`src/rtl/ttl_latch_load_seq.sv`:
```
// Load sequencer for a bank of 74175-style quad latches sharing one nibble bus.
// Strobes each selected latch's clock enable in ascending order, or clears the whole bank.
module ttl_latch_load_seq #(
    parameter int NLATCH   = 4,
    parameter int PULSE_LO = 2,
    parameter int PULSE_HI = 2,
    parameter int CLR_CYC  = 2
) (
    input  logic                  Clk,
    input  logic                  Reset_n,
    input  logic                  Req,
    input  logic [4*NLATCH-1:0]   Data,
    input  logic [NLATCH-1:0]     Mask,
    input  logic                  ClrReq,
    output logic                  Busy,
    output logic                  Ack,
    output logic [3:0]            Lat_D,
    output logic [NLATCH-1:0]     Lat_Cen,
    output logic                  Lat_Clr_n
);

    localparam int IDXW = (NLATCH > 1) ? $clog2(NLATCH) : 1;
    localparam int MAXC = (PULSE_LO > PULSE_HI)
                        ? ((PULSE_LO > CLR_CYC) ? PULSE_LO : CLR_CYC)
                        : ((PULSE_HI > CLR_CYC) ? PULSE_HI : CLR_CYC);
    localparam int CNTW = $clog2(MAXC + 1);

    typedef enum logic [2:0] {
        S_IDLE   = 3'd0,
        S_SETUP  = 3'd1,
        S_STROBE = 3'd2,
        S_CLEAR  = 3'd3,
        S_DONE   = 3'd4
    } state_t;

    state_t                r_state;
    logic [CNTW-1:0]       r_cnt;
    logic [IDXW-1:0]       r_idx;
    logic [4*NLATCH-1:0]   r_data;
    logic [NLATCH-1:0]     r_pend;
    logic                  r_busy;
    logic                  r_ack;
    logic [3:0]            r_lat_d;
    logic [NLATCH-1:0]     r_cen;
    logic                  r_clr_n;

    logic [IDXW-1:0]       w_cap_idx;
    logic [NLATCH-1:0]     w_pend_rest;
    logic [IDXW-1:0]       w_next_idx;

    function automatic logic [IDXW-1:0] lowest_bit(input logic [NLATCH-1:0] m);
        logic [IDXW-1:0] r;
        r = '0;
        for (int i = NLATCH - 1; i >= 0; i--) begin
            if (m[i]) r = IDXW'(i);
        end
        return r;
    endfunction

    function automatic logic [NLATCH-1:0] onehot(input logic [IDXW-1:0] idx);
        logic [NLATCH-1:0] r;
        r = '0;
        for (int i = 0; i < NLATCH; i++) begin
            if (IDXW'(i) == idx) r[i] = 1'b1;
        end
        return r;
    endfunction

    function automatic logic [3:0] nibble(input logic [4*NLATCH-1:0] d, input logic [IDXW-1:0] idx);
        logic [3:0] r;
        r = 4'h0;
        for (int i = 0; i < NLATCH; i++) begin
            if (IDXW'(i) == idx) r = d[i*4 +: 4];
        end
        return r;
    endfunction

    // Pending mask with the latch just strobed removed; its lowest bit is the next target.
    assign w_cap_idx   = lowest_bit(Mask);
    assign w_pend_rest = r_pend & ~onehot(r_idx);
    assign w_next_idx  = lowest_bit(w_pend_rest);

    // Sequencer FSM with all outputs registered alongside the state.
    always_ff @(posedge Clk) begin
        if (!Reset_n) begin
            r_state <= S_IDLE;
            r_cnt   <= '0;
            r_idx   <= '0;
            r_data  <= '0;
            r_pend  <= '0;
            r_busy  <= 1'b0;
            r_ack   <= 1'b0;
            r_lat_d <= 4'h0;
            r_cen   <= '0;
            r_clr_n <= 1'b1;
        end else begin
            r_ack <= 1'b0;
            case (r_state)
                S_IDLE: begin
                    if (ClrReq) begin
                        r_state <= S_CLEAR;
                        r_busy  <= 1'b1;
                        r_clr_n <= 1'b0;
                        r_cnt   <= CNTW'(CLR_CYC);
                    end else if (Req) begin
                        r_data <= Data;
                        r_pend <= Mask;
                        r_busy <= 1'b1;
                        if (Mask == '0) begin
                            r_state <= S_DONE;
                        end else begin
                            r_state <= S_SETUP;
                            r_idx   <= w_cap_idx;
                            r_lat_d <= nibble(Data, w_cap_idx);
                            r_cnt   <= CNTW'(PULSE_LO);
                        end
                    end else begin
                        r_state <= S_IDLE;
                    end
                end
                S_SETUP: begin
                    if (r_cnt == CNTW'(1)) begin
                        r_state <= S_STROBE;
                        r_cen   <= onehot(r_idx);
                        r_cnt   <= CNTW'(PULSE_HI);
                    end else begin
                        r_cnt <= r_cnt - CNTW'(1);
                    end
                end
                S_STROBE: begin
                    if (r_cnt == CNTW'(1)) begin
                        r_cen  <= '0;
                        r_pend <= w_pend_rest;
                        if (w_pend_rest != '0) begin
                            r_state <= S_SETUP;
                            r_idx   <= w_next_idx;
                            r_lat_d <= nibble(r_data, w_next_idx);
                            r_cnt   <= CNTW'(PULSE_LO);
                        end else begin
                            r_state <= S_DONE;
                        end
                    end else begin
                        r_cnt <= r_cnt - CNTW'(1);
                    end
                end
                S_CLEAR: begin
                    if (r_cnt == CNTW'(1)) begin
                        r_clr_n <= 1'b1;
                        r_state <= S_DONE;
                    end else begin
                        r_cnt <= r_cnt - CNTW'(1);
                    end
                end
                S_DONE: begin
                    r_ack   <= 1'b1;
                    r_busy  <= 1'b0;
                    r_cnt   <= '0;
                    r_idx   <= '0;
                    r_state <= S_IDLE;
                end
                default: begin
                    r_state <= S_IDLE;
                    r_busy  <= 1'b0;
                    r_cen   <= '0;
                    r_clr_n <= 1'b1;
                end
            endcase
        end
    end

    assign Busy      = r_busy;
    assign Ack       = r_ack;
    assign Lat_D     = r_lat_d;
    assign Lat_Cen   = r_cen;
    assign Lat_Clr_n = r_clr_n;

endmodule

```
`config.mk`:
```
export PLATFORM = sky130hd
export DESIGN_NAME = ttl_latch_load_seq
export DESIGN_NICKNAME = d
export VERILOG_FILES = /design/src/rtl/ttl_latch_load_seq.sv
export SDC_FILE = /design/constraint.sdc
export NUM_CORES = 1
export LEC_CHECK = 0
export ABC_AREA = 1
export BUFFER_PORTS_ARGS = -buffer_cell sky130_fd_sc_hd__buf_4
export CAP_MARGIN = 20
export CORE_UTILIZATION = 56
export CTS_CLUSTER_DIAMETER = 30
export CTS_CLUSTER_SIZE = 14
export DETAILED_ROUTE_END_ITERATION = 8
export PLACE_DENSITY_LB_ADDON = 0.2
export SLEW_MARGIN = 5
export SYNTH_ARGS = -nofsm -noshare
export SYNTH_HDL_FRONTEND = slang
export SYNTH_SLANG_ARGS = --single-unit
```
`constraint.sdc`:
```
create_clock -name Clk -period 1.9 [get_ports Clk]
set_input_delay 0.19 -clock Clk [delete_from_list [all_inputs] [get_ports Clk]]
set_output_delay 0.19 -clock Clk [all_outputs]
set_load 0.05 [all_outputs]
```
==> key figures, run 1 <==
Status
  – Status: completed

Finish
  – Share of layout cells above drive strength 1: 20.6%
  – Layout Cells excl Fill: 412
  – Layout area overhead: 17.2%
  – Total Nets Final: 389
  – Antenna cells: 0

Detailed routing
  – Vias per cell: 5.31
  – Routed length per instance: 12.7 um
  – Drc violations: 0
  – Final ANT Viol Nets: 0
  – DR iter-0 viols: 202
  – Detailed Routing Iterations Pass 1: 4
  – Routed Wire Length: 5.25 mm
  – Via count: 2,189

STA
  – Fin crit period: 1610 ps
  – RSZ-0062 raised after global routing: no
  – Final Skew: 7.63 ps
  – Setup tns final: 0 ps
  – Fmax: 622 MHz
  – Final Hold Viols: 0
  – Worst Tran Pin Value: 601 ps
  – Final period util: 84.6%
  – Slew headroom: 59.6%
  – Setup WS post-layout: 293 ps
  – Final Max Slew Viols: 0
  – # setup viols final: 0

Synthesis
  – Post-synthesis mux area share: 0%
  – Post-synthesis xor/xnor area fraction: 0%
  – Syn avg cell area: 6.70 um^2
  – Synth Flop Type: dfxtp_1
  – Register area share after synthesis: 34.7%
  – Adder and majority gate portion of the synthesized area: 1.14%
  – Number of warnings issued by yosys: 0
  – Yosys reg bits: 38
  – Top-area cell type share of the netlist area: 34.7%
  – EDFF count, synth: 0
  – Syn Nets: 353
  – Largest family of logic cells by synthesized area: simple AND/OR/NAND/NOR gates
  – Syn Std Cell Area: 2190 um^2
  – Synth cell types: 29
  – Cells after Synth: 327
  – Post-synthesis compound-gate area fraction: 21.0%
  – Synth area leader: dfxtp_1
  – Synth Area in Simple Gates: 33.7%
  – Asr flop ratio synth: 0%
  – Most frequent cells after synthesis: 54 x nand2_1, 54 x nor2_1, 40 x o21ai_0
  – Area contributors post-synth: dfxtp_1 35%, nand2_1 9.3%, nor2_1 9.3%

Clock tree
  – CTS tree: yes
  – # clock sinks: 38
  – Clock latency at the later pin of the worst-skew pair: 300 ps
  – H-tree levels: 2
  – CTS Buf Count: 5
  – Longest Clk Path Bufs: 2
  – CTS root buf: clkbuf_8
  – CTS clk-pin slew, worst paths: 80 ps
  – Hold_buf cts: 0
  – # Post-CTS Setup Buffers: 0
  – Post-cts resize count: 0

Power and ir drop
  – Power Density: 1570 nW/um^2
  – P_leak: 1.24 nW
  – Peak VDD IR: 0.883 mV

Run
  – Max-cap check violation count: 0

Floorplan
  – Horizontal die dimension: 64.5 um
  – Die area: 4160 um^2
  – I/O pins: 35
  – Vert. Die Dim: 64.5 um
  – Rows: 22
  – Core area: 3720 um^2
  – Initial Util: 58.9%

Worst setup path
  – Critical path launch point type: flip-flop
  – Critical Path Fanout Max: 5
  – Critical Path End Type: flip-flop
  – Crit Path Class: reg -> reg
  – Req. time, crit path: 2090 ps
  – Worst path arrival time: 1800 ps

Place
  – Placed cells: 404
  – Dpl ws: 340 ps
  – IO buf count: 34
  – Final HPWL DP: 3.93 mm
  – GP Congestion: 0.943

Global route
  – Vias in the first global route: 1,926
  – Initial antenna violation count: 0
  – Grt ovf: 0
  – Largest net degree at the start of global routing: 34
  – GRT Resource Usage Total: 27.5%
  – First-pass GRT wire length: 8.78 mm

Worst hold path
  – Worst Hold Class: in -> reg
## where the power goes
group / switching (mW) / internal (mW) / leakage, nW / total [mW]
Clock: 0.295 / 0.293 / 0.0482 / 0.588
Combinational: 1.50 / 0.718 / 0.875 / 2.22
Sequential: 0.179 / 1.04 / 0.312 / 1.22
Total: 1.97 / 2.05 / 1.24 / 4.02
## flip-flops by register name, indices dropped and copies added, names as in the netlist
register,cells
Lat_Cen,4
Lat_Clr_n,1
Busy,1
Ack,1
r_cnt,2
r_pend,4
r_data,16
r_state,3
Lat_D,4
r_idx,2
## layout by cell type, fill, tap and decap left out, drive strengths merged, types with 4 or more instances in the layout
cell type | Yosys | routed
buf | 4 | 37
nor2 | 59 | 59
nor3 | 4 | 4
dfxtp | 38 | 38
nand2 | 66 | 66
nand4 | 8 | 8
o21ai | 49 | 49
a21oi | 20 | 20
inv | 41 | 41
clkbuf | 4 | 7
nand3 | 23 | 23
## path summary, 6_finish.rpt
check | startpoint | to | slack (ps) | cells after the start
worst max-delay path | r_idx[0]$_SDFFE_PN0P_ | r_idx[1]$_SDFFE_PN0P_ | 290 | 9
worst min-delay path | Data[8] | r_data[8]$_SDFFE_PN0P_ | 140 | 3
worst max register to register | r_idx[0]$_SDFFE_PN0P_ | r_idx[1]$_SDFFE_PN0P_ | 290 | 9
worst min register to register | r_data[12]$_SDFFE_PN0P_ | r_data[12]$_SDFFE_PN0P_ | 460 | 2
## per-layer routing
layer  vias up  share of wire (%)  track usage, %
met1       979                 48            36.6
met4         0                1.2            8.61
met2        60                 46            43.7
li1       1142                  -               -
met3         8                4.8            6.34
met5         -                  0               0
## worst max-delay path, cell delays in order, from the launching register on
cell,delay (ps)
dfxtp_1,400
inv_1,120
o21ai_2,240
nand2_2,120
nor2_1,110
nand2_1,90
o211ai_1,190
nand2_1,100
nand2_1,70
nor2_1,40
## area by class of cell
type                            count  area [um^2]
Fill cell                         345         1150
Clock buffer                        7         86.3
Timing Repair Buffer               37          278
Inverter                           41          154
Multi-Input combinational cell    240         1220
Sequential cell                    38          761
Clock inverter                      1         5.00
Tap cell                           48         60.1
## logic make-up after synthesis
group | count (synthesis)
compound gates | 78
simple gates | 160
flops | 38
fa+ha+maj | 2
buf+inv | 49
## through the flow
| step | utilization [%] | hold slack [ps] | instance area [um^2] | total power [mW] |
|---|---|---|---|---|
| after floorplan | - | 301 | 2190 | 2.91 |
| after global placement | 66.6 | 438 | 2470 | 3.39 |
| after detailed placement | 66.6 | 438 | 2470 | 3.42 |
| after CTS | 69.1 | 137 | 2570 | 4.01 |
| after global routing | 69.1 | 131 | 2570 | 4.34 |
| final | 69.1 | 136 | 2570 | 4.02 |
No activity file was read; power rests on OpenSTA's default activity.
==> run 2, diff against run 1 <==
CORE_UTILIZATION = 51   (was 56)
clock period = 1.4 ns   (was 1.9 ns; I/O delays follow)
==> run 2 against run 1 <==
The flow now finishes with violations (negative setup slack). Sequential cell count unchanged. Power increased by 70%. Via count increased by 13%. Sequential share of layout area decreased by 4.5 points. First-iteration DRC count increased by 9.9%. Fmax increased by 12%. Critical endpoint is now Lat_D[0]$_SDFFE_PN0P_. Largest cell class unchanged. Highest routed layer unchanged.
==> key figures, run 2 (synthesis gave the netlist of run 1 again) <==
Clock tree
  – CTS Buf Count: 5
  – CTS tree: yes
  – # clock sinks: 38
  – CTS clk-pin slew, worst paths: 80 ps
  – Longest Clk Path Bufs: 2
  – CTS root buf: clkbuf_8
  – Clock latency at the later pin of the worst-skew pair: 300 ps
  – H-tree levels: 2

Run
  – Max-cap check violation count: 0

STA
  – Slew headroom: 57.0%
  – Fin crit period: 1440 ps
  – Final Hold Viols: 0
  – Setup WS post-layout: -35.2 ps
  – Fmax: 697 MHz
  – Final Max Slew Viols: 0
  – Worst Tran Pin Value: 641 ps
  – # setup viols final: 8
  – RSZ-0062 raised after global routing: yes
  – Final Skew: 7.10 ps
  – Final period util: 103%

Worst setup path
  – Top delay family on crit path: simple AND/OR/NAND/NOR gates
  – Slowest-stage cell, CP: dfxtp_4
  – Crit Path Class: reg -> reg
  – Buf/Inv on CP: 1
  – Biggest cell delay along the critical path: 400 ps
  – Worst path arrival time: 1630 ps
  – Critical Path Fanout Max: 8
  – Critical Path End Type: flip-flop
  – R2R depth: 9
  – Req. time, crit path: 1590 ps
  – CP Cell Sequence: inv_4 > o21ai_4 > nand2_4 > o21ai_4 > nand2_2 > nand2_4 > nand2_1 > nand2_1 > a21oi_1
  – Cell depth of the worst setup path: 9
  – Critical path launch point type: flip-flop

Floorplan
  – Vert. Die Dim: 67.5 um
  – Core area: 4060 um^2
  – I/O pins: 35
  – Rows: 23
  – Die area: 4560 um^2
  – Initial Util: 54.0%
  – Horizontal die dimension: 67.5 um

Finish
  – Fin util: 76.3%
  – Share of layout cells above drive strength 1: 40.3%
  – Antenna cells: 0
  – Most frequent cells in the layout: 62 x buf_4, 44 x nand2_1, 38 x o21ai_0
  – Layout area overhead: 41.4%
  – Reg with most FFs: r_data
  – Number of flip-flops in the largest register: 16
  – Commonest non-fill, non-tap cell in the layout: buf_4
  – Total Nets Final: 420

Detailed routing
  – Via count: 2,478
  – Detailed Routing Iterations Pass 1: 6
  – Routed length per instance: 14.7 um
  – Drc violations: 0
  – Vias per cell: 5.57
  – Routed Wire Length: 6.53 mm
  – DR iter-0 viols: 222
  – Final ANT Viol Nets: 0

Place
  – GP Congestion: 0.920
  – Dpl ws: -99.6 ps
  – Final HPWL DP: 4.47 mm
  – IO buf count: 34

Power and ir drop
  – Switching power: 3.32 mW
  – Comb power frac: 62.7%
  – Peak VDD IR: 1.39 mV
  – Power Density: 2210 nW/um^2
  – Total Power: 6.86 mW
  – Power share of the clock group: 11.7%
  – Switch share: 48.4%
  – Int Pwr: 3.54 mW
  – Seq pwr share: 25.6%
  – P_leak: 1.45 nW

Status
  – Failing checks: negative setup slack
  – Status: finished with violations

Worst hold path
  – Worst Hold Class: in -> reg
  – Hold Path Cell Cnt: 3

Global route
  – Grt ovf: 0
  – Largest net degree at the start of global routing: 20
  – GRT Resource Usage Total: 27.4%
  – Vias in the first global route: 2,005
  – Initial antenna violation count: 0
  – First-pass GRT wire length: 9.10 mm
-- run 2: path summary, 6_finish.rpt --
check	start	endpoint	slack (ps)
hold / removal	Data[1]	r_data[1]$_SDFFE_PN0P_	80
hold reg to reg	r_data[13]$_SDFFE_PN0P_	r_data[13]$_SDFFE_PN0P_	460
setup reg to reg	r_idx[0]$_SDFFE_PN0P_	Lat_D[0]$_SDFFE_PN0P_	-40
setup / recovery	r_idx[0]$_SDFFE_PN0P_	Lat_D[0]$_SDFFE_PN0P_	-40
-- run 2: tightest hold or removal path: stages --
cell    delay, ps
buf_4          90
nor2_2         40
nor2_1         80
-- run 2: final cells by class --
class | count | area, um^2
tap | 50 | 62.6
fill | 293 | 961
timing repair buffer | 68 | 551
inverter | 41 | 164
clock buffer | 6 | 82.6
clock inverter | 2 | 12.5
multi-input combinational | 240 | 1450
sequential | 38 | 779
-- run 2: power by group through the flow --
| stage | registers, mW | clock network (mW) | logic (mW) |
|---|---|---|---|
| after CTS | 1.70 | 0.814 | 3.57 |
| after global routing | 1.79 | 0.865 | 4.63 |
| after floorplan | 1.97 | 0 | 1.98 |
| final | 1.75 | 0.804 | 4.30 |
| after global placement | 1.66 | 0 | 3.40 |
| after detailed placement | 1.67 | 0 | 3.46 |
-- run 2: metal layers --
metal	up-vias	GRT usage, %	wire length (um)
met4	0	8.51	106
met5	-	0	0
met1	1137	36.9	2860
met3	21	7.26	527
li1	1203	-	-
met2	117	42.2	3040
-- run 2: repair_timing --
action                                 CTS  global route
endpoints found under the hold margin    0             0
resized for setup                       16            69
setup endpoints to repair               28            35
hold buffers                             0             0
pin swaps                                3            23
setup buffers                            2             3
-- run 2: stage by stage --
step                hold slack (ps)  setup TNS [ps]  instance area, um^2  instances
finish                         79.3            -130                 3100        445
global route                   93.0           -1550                 3100        445
CTS                            78.9               0                 2840        442
detailed placement              391            -932                 2700        432
global placement                384            -597                 2700        432
floorplan                       251               0                 2190        327
